==> src/rtl/valid_ready_width_upsizer.sv <==
// -----------------------------------------------------------------------------
// valid_ready_width_upsizer
//
// Packs consecutive narrow valid/ready beats into one wide word, lane 0 first,
// and offers each word through a registered valid/ready output stage. A beat
// flagged with input_last closes the current word early, so packet tails are
// never left waiting in the accumulator. The output side is meant to feed the
// write port of an asynchronous FIFO directly, so each clock-domain crossing
// carries RATIO beats instead of one.
//
// Ports:
//   clock         in   1             single clock, rising edge
//   reset         in   1             synchronous, active-high
//   input_data    in   INPUT_WIDTH   narrow beat
//   input_last    in   1             beat closes the current word
//   input_valid   in   1             beat offered
//   input_ready   out  1             beat can be accepted (combinational)
//   output_data   out  OUTPUT_WIDTH  packed word, unfilled lanes are zero
//   output_count  out  COUNT_WIDTH   filled lanes, 1..RATIO
//   output_last   out  1             word was closed by input_last
//   output_valid  out  1             word offered
//   output_ready  in   1             downstream accepts word
// -----------------------------------------------------------------------------
module valid_ready_width_upsizer #(
    parameter int INPUT_WIDTH = 8,
    parameter int RATIO       = 4
) (
    input  logic                                   clock,
    input  logic                                   reset,
    input  logic [INPUT_WIDTH-1:0]                 input_data,
    input  logic                                   input_last,
    input  logic                                   input_valid,
    output logic                                   input_ready,
    output logic [INPUT_WIDTH*RATIO-1:0]           output_data,
    output logic [$clog2(RATIO+1)-1:0]             output_count,
    output logic                                   output_last,
    output logic                                   output_valid,
    input  logic                                   output_ready
);

    localparam int OUTPUT_WIDTH = INPUT_WIDTH * RATIO;
    localparam int COUNT_WIDTH  = $clog2(RATIO + 1);

    localparam logic [COUNT_WIDTH-1:0] LAST_LANE = COUNT_WIDTH'(RATIO - 1);

    // Accumulator: lanes filled so far for the word being built.
    logic [OUTPUT_WIDTH-1:0] acc_data_q,     acc_data_d;
    logic [COUNT_WIDTH-1:0]  acc_count_q,    acc_count_d;

    // Output register stage.
    logic [OUTPUT_WIDTH-1:0] output_data_q,  output_data_d;
    logic [COUNT_WIDTH-1:0]  output_count_q, output_count_d;
    logic                    output_last_q,  output_last_d;
    logic                    output_valid_q, output_valid_d;

    logic                    accept;
    logic                    completing;
    logic                    drain;
    logic [OUTPUT_WIDTH-1:0] merged_data;

    // The output stage can take a new word when it is empty or being drained
    // on this edge; that combinational path from output_ready is what lets a
    // full stream run at one beat per cycle.
    assign input_ready = !reset && (!output_valid_q || output_ready);

    assign accept     = input_valid && input_ready;
    assign completing = accept && ((acc_count_q == LAST_LANE) || input_last);
    assign drain      = output_valid_q && output_ready;

    // Accumulated lanes below acc_count, the new beat in lane acc_count, and
    // zeros above it. Lanes above acc_count are already zero in acc_data_q,
    // but forcing them here keeps the emitted word clean by construction.
    always_comb begin
        // NOTE: every signal written in a combinational block gets a default
        // first, otherwise a path that skips the assignment infers a latch.
        merged_data = '0;
        for (int lane = 0; lane < RATIO; lane++) begin
            if (COUNT_WIDTH'(lane) < acc_count_q) begin
                merged_data[lane*INPUT_WIDTH +: INPUT_WIDTH] =
                    acc_data_q[lane*INPUT_WIDTH +: INPUT_WIDTH];
            end else if (COUNT_WIDTH'(lane) == acc_count_q) begin
                merged_data[lane*INPUT_WIDTH +: INPUT_WIDTH] = input_data;
            end
        end
    end

    always_comb begin
        acc_data_d     = acc_data_q;
        acc_count_d    = acc_count_q;
        output_data_d  = output_data_q;
        output_count_d = output_count_q;
        output_last_d  = output_last_q;
        output_valid_d = output_valid_q;

        // A drain only empties the stage; data, count and last keep their
        // stale values so nothing toggles needlessly downstream.
        if (drain) begin
            output_valid_d = 1'b0;
        end

        if (accept) begin
            if (completing) begin
                // A load on the same edge as a drain overrides the clear above,
                // so the new word replaces the old one and valid stays high.
                output_data_d  = merged_data;
                output_count_d = acc_count_q + COUNT_WIDTH'(1);
                output_last_d  = input_last;
                output_valid_d = 1'b1;
                acc_data_d     = '0;
                acc_count_d    = '0;
            end else begin
                acc_data_d  = merged_data;
                acc_count_d = acc_count_q + COUNT_WIDTH'(1);
            end
        end
    end

    always_ff @(posedge clock) begin
        // NOTE: the accumulator and the output word are plain flops rather
        // than a memory, so they are cleared on reset like any other state;
        // this is what discards a half-built word and any pending output.
        if (reset) begin
            acc_data_q     <= '0;
            acc_count_q    <= '0;
            output_data_q  <= '0;
            output_count_q <= '0;
            output_last_q  <= 1'b0;
            output_valid_q <= 1'b0;
        end else begin
            // NOTE: sequential state uses non-blocking assignments so every
            // flop samples the pre-edge value of every other flop.
            acc_data_q     <= acc_data_d;
            acc_count_q    <= acc_count_d;
            output_data_q  <= output_data_d;
            output_count_q <= output_count_d;
            output_last_q  <= output_last_d;
            output_valid_q <= output_valid_d;
        end
    end

    assign output_data  = output_data_q;
    assign output_count = output_count_q;
    assign output_last  = output_last_q;
    assign output_valid = output_valid_q;

endmodule

==> config.mk <==
export PLATFORM = sky130hd
export DESIGN_NAME = valid_ready_width_upsizer
export DESIGN_NICKNAME = d
export VERILOG_FILES = /design/src/rtl/valid_ready_width_upsizer.sv
export SDC_FILE = /design/constraint.sdc
export NUM_CORES = 1
export LEC_CHECK = 0
export ABC_CLOCK_PERIOD_IN_PS = 4600
export CORE_ASPECT_RATIO = 1.2
export CORE_MARGIN = 2
export CORE_UTILIZATION = 57
export DETAILED_ROUTE_END_ITERATION = 12
export PLACE_DENSITY_LB_ADDON = 0.05
export SYNTH_ARGS = -nofsm -noshare
export SYNTH_HDL_FRONTEND = slang
export SYNTH_SLANG_ARGS = --single-unit
==> constraint.sdc <==
create_clock -name clock -period 4.6 [get_ports clock]
set_clock_uncertainty 0.2 [all_clocks]
set_input_delay 1.38 -clock clock [delete_from_list [all_inputs] [get_ports clock]]
set_output_delay 1.38 -clock clock [all_outputs]
set_load 0.02 [all_outputs]
==> results of run 1 <==
## sequential cells by signal (all words and copies together) (netlist names)
name,count
output_valid,1
output_data,32
output_count,3
acc_count_q,3
acc_data_q,32
output_last,1
## cell usage after synthesis (6+ instances only)
cell type and n:
mux2i_1 8, dfxtp_1 72, nand3_1 18, clkbuf_1 12, o21ai_0 23, and2_1 8
buf_6 6, a211oi_1 8, nand2_1 53, nor3_1 8, inv_1 11, buf_2 11
a22oi_1 17, a21oi_1 23, o31ai_1 8, nor2_1 70, nor3_2 16
## worst register-to-register path, stage by stage, from the launching register on
cell	delay (ns)
dfxtp_1	0.31
buf_4	0.31
and3b_1	0.40
o211a_1	0.90
nor2_1	0.11
a211oi_2	0.22
## power by group through the flow
stage               Sequential (mW)  Clock, mW  Combinational (mW)
finish                        0.646      0.485               0.142
global route                  0.648      0.517               0.155
CTS                           0.646      0.493               0.142
detailed placement            0.661          0               0.141
global placement              0.660          0               0.140
floorplan                     0.676          0              0.0736
## layer usage
layer / vias up / share of wire
li1: 1406 / -
met2: 101 / 0.46
met3: 11 / 0.063
met5: - / 0
met1: 1289 / 0.46
met4: 0 / 0.018
## placed cells by master (no fill, tap or decap)
master / n
mux2i_1: 8
nand3_1: 18
nor2b_1: 1
buf_2: 1
clkbuf_1: 1
buf_4: 5
nand3b_1: 2
a21oi_4: 1
a22oi_1: 17
nor2_1: 70
bufinv_16: 1
and2_1: 8
xnor2_1: 1
o211a_1: 1
or2_0: 1
nor4_4: 1
a211oi_2: 1
ha_1: 3
a21oi_1: 23
nand2b_1: 2
clkinv_2: 3
o211ai_4: 1
clkdlybuf4s50_1: 49
or3_1: 1
dfxtp_1: 72
and2b_1: 1
nand2_1: 53
a211oi_1: 8
o21ai_0: 23
inv_1: 11
o21ai_1: 3
o31ai_1: 8
clkbuf_8: 10
nor3_2: 16
and3b_1: 1
nor3_1: 8
## layout make-up
cell class	count	area, µm²
fillers	480	1745
flip-flops and latches	72	1441
well taps	64	80.08
inverters	11	41.29
repair buffers	55	533.0
clock inverters	4	45.04
multi-input cells	281	1565
clock buffers	11	141.4
## worst max-delay path by stage
stage                      start     endpoint  slack, ns  cells past startpoint
floorplan                  reset  input_ready       0.87                      3
global placement    output_ready  input_ready       0.27                      4
detailed placement  output_ready  input_ready       0.26                      4
CTS                 output_ready  input_ready       0.26                      4
global route        output_ready  input_ready       0.16                      4
finish              output_ready  input_ready       0.26                      4
## cells by family (layout without fill, tap and decap cells)
logic type | count (synthesis) | after routing | share of synthesized area
flops | 72 | 72 | 0.4446
buf+inv | 45 | 81 | 0.07255
simple gates | 183 | 183 | 0.2733
xor+xnor | 1 | 1 | 0.002702
compound gates | 86 | 86 | 0.1706
mux | 8 | 8 | 0.02470
fa+ha+maj | 3 | 3 | 0.01158
## per-stage QoR
| stage | util | hold WS, ns | instances |
|---|---|---|---|
| 2_1_floorplan | - | 0.2306 | 398 |
| 3_3_place_gp | 0.6546 | 0.2383 | 483 |
| 3_5_place_dp | 0.6546 | 0.2454 | 483 |
| 4_1_cts | 0.6879 | 0.2605 | 498 |
| 5_1_grt | 0.6879 | 0.2853 | 498 |
| 6_report | 0.6879 | 0.2550 | 498 |
==> impl_metrics.py, run 1 <==
metrics = {
    "worst_hold_path": {
        "hold_path_end": "output_data[14]$_SDFFE_PP0P_",
        "hold_path_class": "reg -> reg",
        "hp-start": "output_data[14]$_SDFFE_PP0P_",
        "whs_path_depth": 2,
    },
    "yosys": {
        "syn_nets": 414,
        "synth.distinct_cells": 34,
        "async_reset_ff_frac": 0,
        "yosys_warnings": 0,
        "syn_avg_cell_area_um2": 8.145,
        "synthFlopType": "dfxtp_1",
        "yosys.area.top_type_share": 0.4446,
        "ys_seq_area_frac": 0.4446,
        "synth_area_um2": 3242,
        "ys_top_cells_by_area": "dfxtp_1, nor2_1, nand2_1, nor3_2, a22oi_1",
        "synth-seq-cells": 72,
        "syn_inst": 398,
        "synth_edf_count": 0,
        "yosys.area.top_type": "dfxtp_1",
    },
    "clock_network": {
        "clk_latency_ns": 0.35,
        "clkTransAtPathRegs_ns": 0.07,
        "cts_tree": "done",
        "cts_hold_buf": 0,
        "cts_buffers": 9,
        "cts_max_level": 3,
        "post_cts_buffers": 0,
        "cts_root_buffer": "clkbuf_8",
        "clk_path_buf_depth": 2,
        "cts.repair.resized": 0,
        "cts_sinks": 72,
    },
    "floorplanning": {
        "std_cell_rows": 30,
        "io_pins": 51,
        "die_w_um": 72.85,
        "die_y_um": 86.62,
        "initial_core_util": 0.5796,
        "core-area_um2": 5593,
        "die-area_um2": 6309,
    },
    "timing": {
        "fin_crit_sh": 0.9444,
        "setup_viol": 0,
        "slew_headroom": 0.2897,
        "max_freq_mhz": 230.2,
        "setup_tns_ns": 0,
        "slew_violations": 0,
        "tightest_slew_ns": 1.065,
        "hold_viol_final": 0,
        "setup_slack_ns": 0.2557,
        "min_period_ns": 4.344,
        "rsz0062_at_grt": "no",
    },
    "setup_path": {
        "end_kind": "output port",
        "regToRegSetupSlack_ns": 2.08,
        "cp_max_fo": 4,
        "path_buf_inv": 2,
        "cpPeakStageDelay_ns": 0.55,
        "crit_type": "in -> out",
        "cp_slowest_cell": "clkdlybuf4s50_1",
        "r2r_end": "output_count[2]$_SDFFE_PP0P_",
        "critPathRequiredTime_ns": 3.02,
        "reg2regPathDepth": 5,
        "rr_startpoint": "acc_count_q[1]$_SDFFE_PP0P_",
        "path_common_cell": "clkdlybuf4s50_1",
        "path_cells": "clkdlybuf4s50_1 > nor2b_1 > nor2_1 > clkdlybuf4s50_1",
        "cp_top_family": "buffers and inverters",
        "startpoint_type": "input pin",
        "cp.arrival_ns": 2.76,
    },
    "global_route": {
        "antenna_found_initial": 0,
        "grt_use_met1": 0.3103,
        "grtUsageMet3": 0.04535,
        "grt_use_total": 0.2413,
        "overflow": 0,
        "grt-busiest-layer": "met2",
        "grt_max_degree": 68,
        "grt_pass1_wl_mm": 12.03,
        "grt_pass1_vias": 2679,
        "use_met2": 0.4025,
    },
    "place": {
        "dpl_worst_slack_ns": 0.2638,
        "dp_hpwl_mm": 4.499,
        "io_buffers": 50,
        "finalWeightedCongestion": 0.7942,
        "place_area_um2": 3661,
    },
    "detailed_routing": {
        "first_pass_iters": 4,
        "vias": 2807,
        "wl_per_cell_um": 14.49,
        "vias_per_cell": 5.637,
        "wirelength_mm": 7.217,
        "drtAntennaViolNets": 0,
        "drc": 0,
        "first_iter_violations": 296,
    },
    "power_and_ir_drop": {
        "p_int_uw": 952.9,
        "seqPwrFrac": 0.508,
        "power_density_nw_per_um2": 330.8,
        "cellLeakagePower_nw": 1.452,
        "clkPwrFrac": 0.381,
        "p_switching_uw": 319.8,
        "switching_share": 0.2513,
        "p_total_mw": 1.273,
        "p_comb_frac": 0.111,
        "worst_ir_drop_vdd_v": 0.0002685,
    },
    "finish": {
        "nNetsFinal": 446,
        "area_delta_synth_final_pct": 18.68,
        "diodes": 0,
        "drive_gt1_frac": 0.09217,
        "fin_area_um2": 3847,
    },
    "flow_run": {
        "cap_violations": 0,
    },
    "status": {
        "status": "finished, final reports clean",
    },
}
Power figures use the tool's default switching activity.
==> run 2: changes to the inputs <==
Settings changed: SLEW_MARGIN set to 40.
==> impl_metrics.py, run 2 (synthesized netlist as in run 1, its figures left out) <==
metrics = {
    "status": {
        "status": "finished, final reports clean",
    },
    "power_and_ir_drop": {
        "p_switching_uw": 331.9,
        "seqPwrFrac": 0.495,
        "worst_ir_drop_vdd_v": 0.0002934,
        "clkPwrFrac": 0.394,
        "p_int_uw": 973.0,
        "switching_share": 0.2543,
        "p_comb_frac": 0.111,
        "p_total_mw": 1.305,
        "power_density_nw_per_um2": 334.4,
        "cellLeakagePower_nw": 1.466,
    },
    "place": {
        "io_buffers": 50,
        "place_area_um2": 3696,
        "dp_hpwl_mm": 4.629,
        "dpl_worst_slack_ns": 0.2798,
        "placed_cells": 485,
        "finalWeightedCongestion": 0.7942,
    },
    "setup_path": {
        "end_kind": "output port",
        "startpoint_type": "input pin",
        "critPathRequiredTime_ns": 3.02,
        "cp.arrival_ns": 2.74,
        "cp_max_fo": 4,
        "reg2regPathDepth": 5,
        "crit_type": "in -> out",
    },
    "floorplanning": {
        "initial_core_util": 0.5796,
        "die_y_um": 86.62,
        "std_cell_rows": 30,
        "core-area_um2": 5593,
        "die-area_um2": 6309,
        "die_w_um": 72.85,
        "io_pins": 51,
    },
    "finish": {
        "layout_commonest_cell": "dfxtp_1",
        "area_delta_synth_final_pct": 20.38,
        "instances_no_fill": 501,
        "final_core_util": 0.6978,
        "final_cell_mix": "dfxtp_1, nor2_1, nand2_1",
        "nNetsFinal": 448,
        "fin_area_um2": 3902,
        "diodes": 0,
        "drive_gt1_frac": 0.1030,
    },
    "detailed_routing": {
        "wirelength_mm": 7.318,
        "wl_per_cell_um": 14.61,
        "vias": 2811,
        "drc": 0,
        "vias_per_cell": 5.611,
        "first_pass_iters": 5,
        "first_iter_violations": 266,
        "drtAntennaViolNets": 0,
    },
    "global_route": {
        "grt_pass1_wl_mm": 12.48,
        "antenna_found_initial": 0,
        "grt_use_total": 0.2524,
        "grt_pass1_vias": 2678,
        "overflow": 0,
        "grt_max_degree": 68,
    },
    "clock_network": {
        "clkTransAtPathRegs_ns": 0.07,
        "cts_sinks": 72,
        "clk_path_buf_depth": 2,
        "cts_hold_buf": 0,
        "cts_root_buffer": "clkbuf_8",
        "cts_buffers": 9,
        "cts.repair.resized": 0,
        "cts_tree": "done",
        "clk_latency_ns": 0.35,
        "post_cts_buffers": 0,
        "cts_max_level": 3,
    },
    "timing": {
        "slew_violations": 0,
        "hold_viol_final": 0,
        "setup_slack_ns": 0.2797,
        "slew_headroom": 0.4701,
        "hold_ws_ns": 0.2587,
        "rsz0062_at_grt": "no",
        "tightest_slew_ns": 0.7948,
        "setup_viol": 0,
        "setup_tns_ns": 0,
        "fin_crit_sh": 0.9392,
        "min_period_ns": 4.320,
        "max_freq_mhz": 231.5,
    },
    "flow_run": {
        "cap_violations": 0,
    },
    "worst_hold_path": {
        "whs_path_depth": 2,
        "hold_path_class": "reg -> reg",
    },
}
run 2: final cells by class:
class | count | area, µm²
fillers | 498 | 1690
clock inverters | 5 | 55.05
flip-flops and latches | 72 | 1441
multi-input cells | 281 | 1565
well taps | 64 | 80.08
repair buffers | 57 | 568.0
clock buffers | 11 | 151.4
inverters | 11 | 41.29
run 2: critical path, stage by stage:
cell             delay (ns)
clkdlybuf4s50_1        0.41
nor2b_1                0.32
nor2_1                 0.07
clkdlybuf4s50_1        0.55
run 2: metal layers:
layer	track usage	vias to the layer above	wire, µm
li1	-	1414	-
met1	0.3416	1288	3428
met2	0.3967	95	3401
met3	0.04070	14	344
met4	0.1094	0	144
met5	0	-	0
run 2: worst paths after layout:
| kind | startpoint | to | slack, ns |
|---|---|---|---|
| max reg2reg | acc_count_q[1]$_SDFFE_PP0P_ | output_count[2]$_SDFFE_PP0P_ | 2.27 |
| max | output_ready | input_ready | 0.28 |
| min | output_data[12]$_SDFFE_PP0P_ | output_data[12]$_SDFFE_PP0P_ | 0.26 |
| min reg2reg | output_data[12]$_SDFFE_PP0P_ | output_data[12]$_SDFFE_PP0P_ | 0.26 |
run 2: power groups by stage:
| stage | combinational (mW) | sequential (mW) | clock [mW] |
|---|---|---|---|
| after global placement | 0.140 | 0.660 | 0 |
| after global routing | 0.158 | 0.648 | 0.546 |
| after detailed placement | 0.144 | 0.661 | 0 |
| after floorplan | 0.0736 | 0.676 | 0 |
| final | 0.144 | 0.646 | 0.515 |
| after CTS | 0.144 | 0.646 | 0.524 |
==> run 3: changes to the inputs <==
Settings changed: CTS_CLUSTER_DIAMETER set to 30.
==> results of run 3 <==
Same layout as run 2: the final DEF is identical, and so are final timing and power.
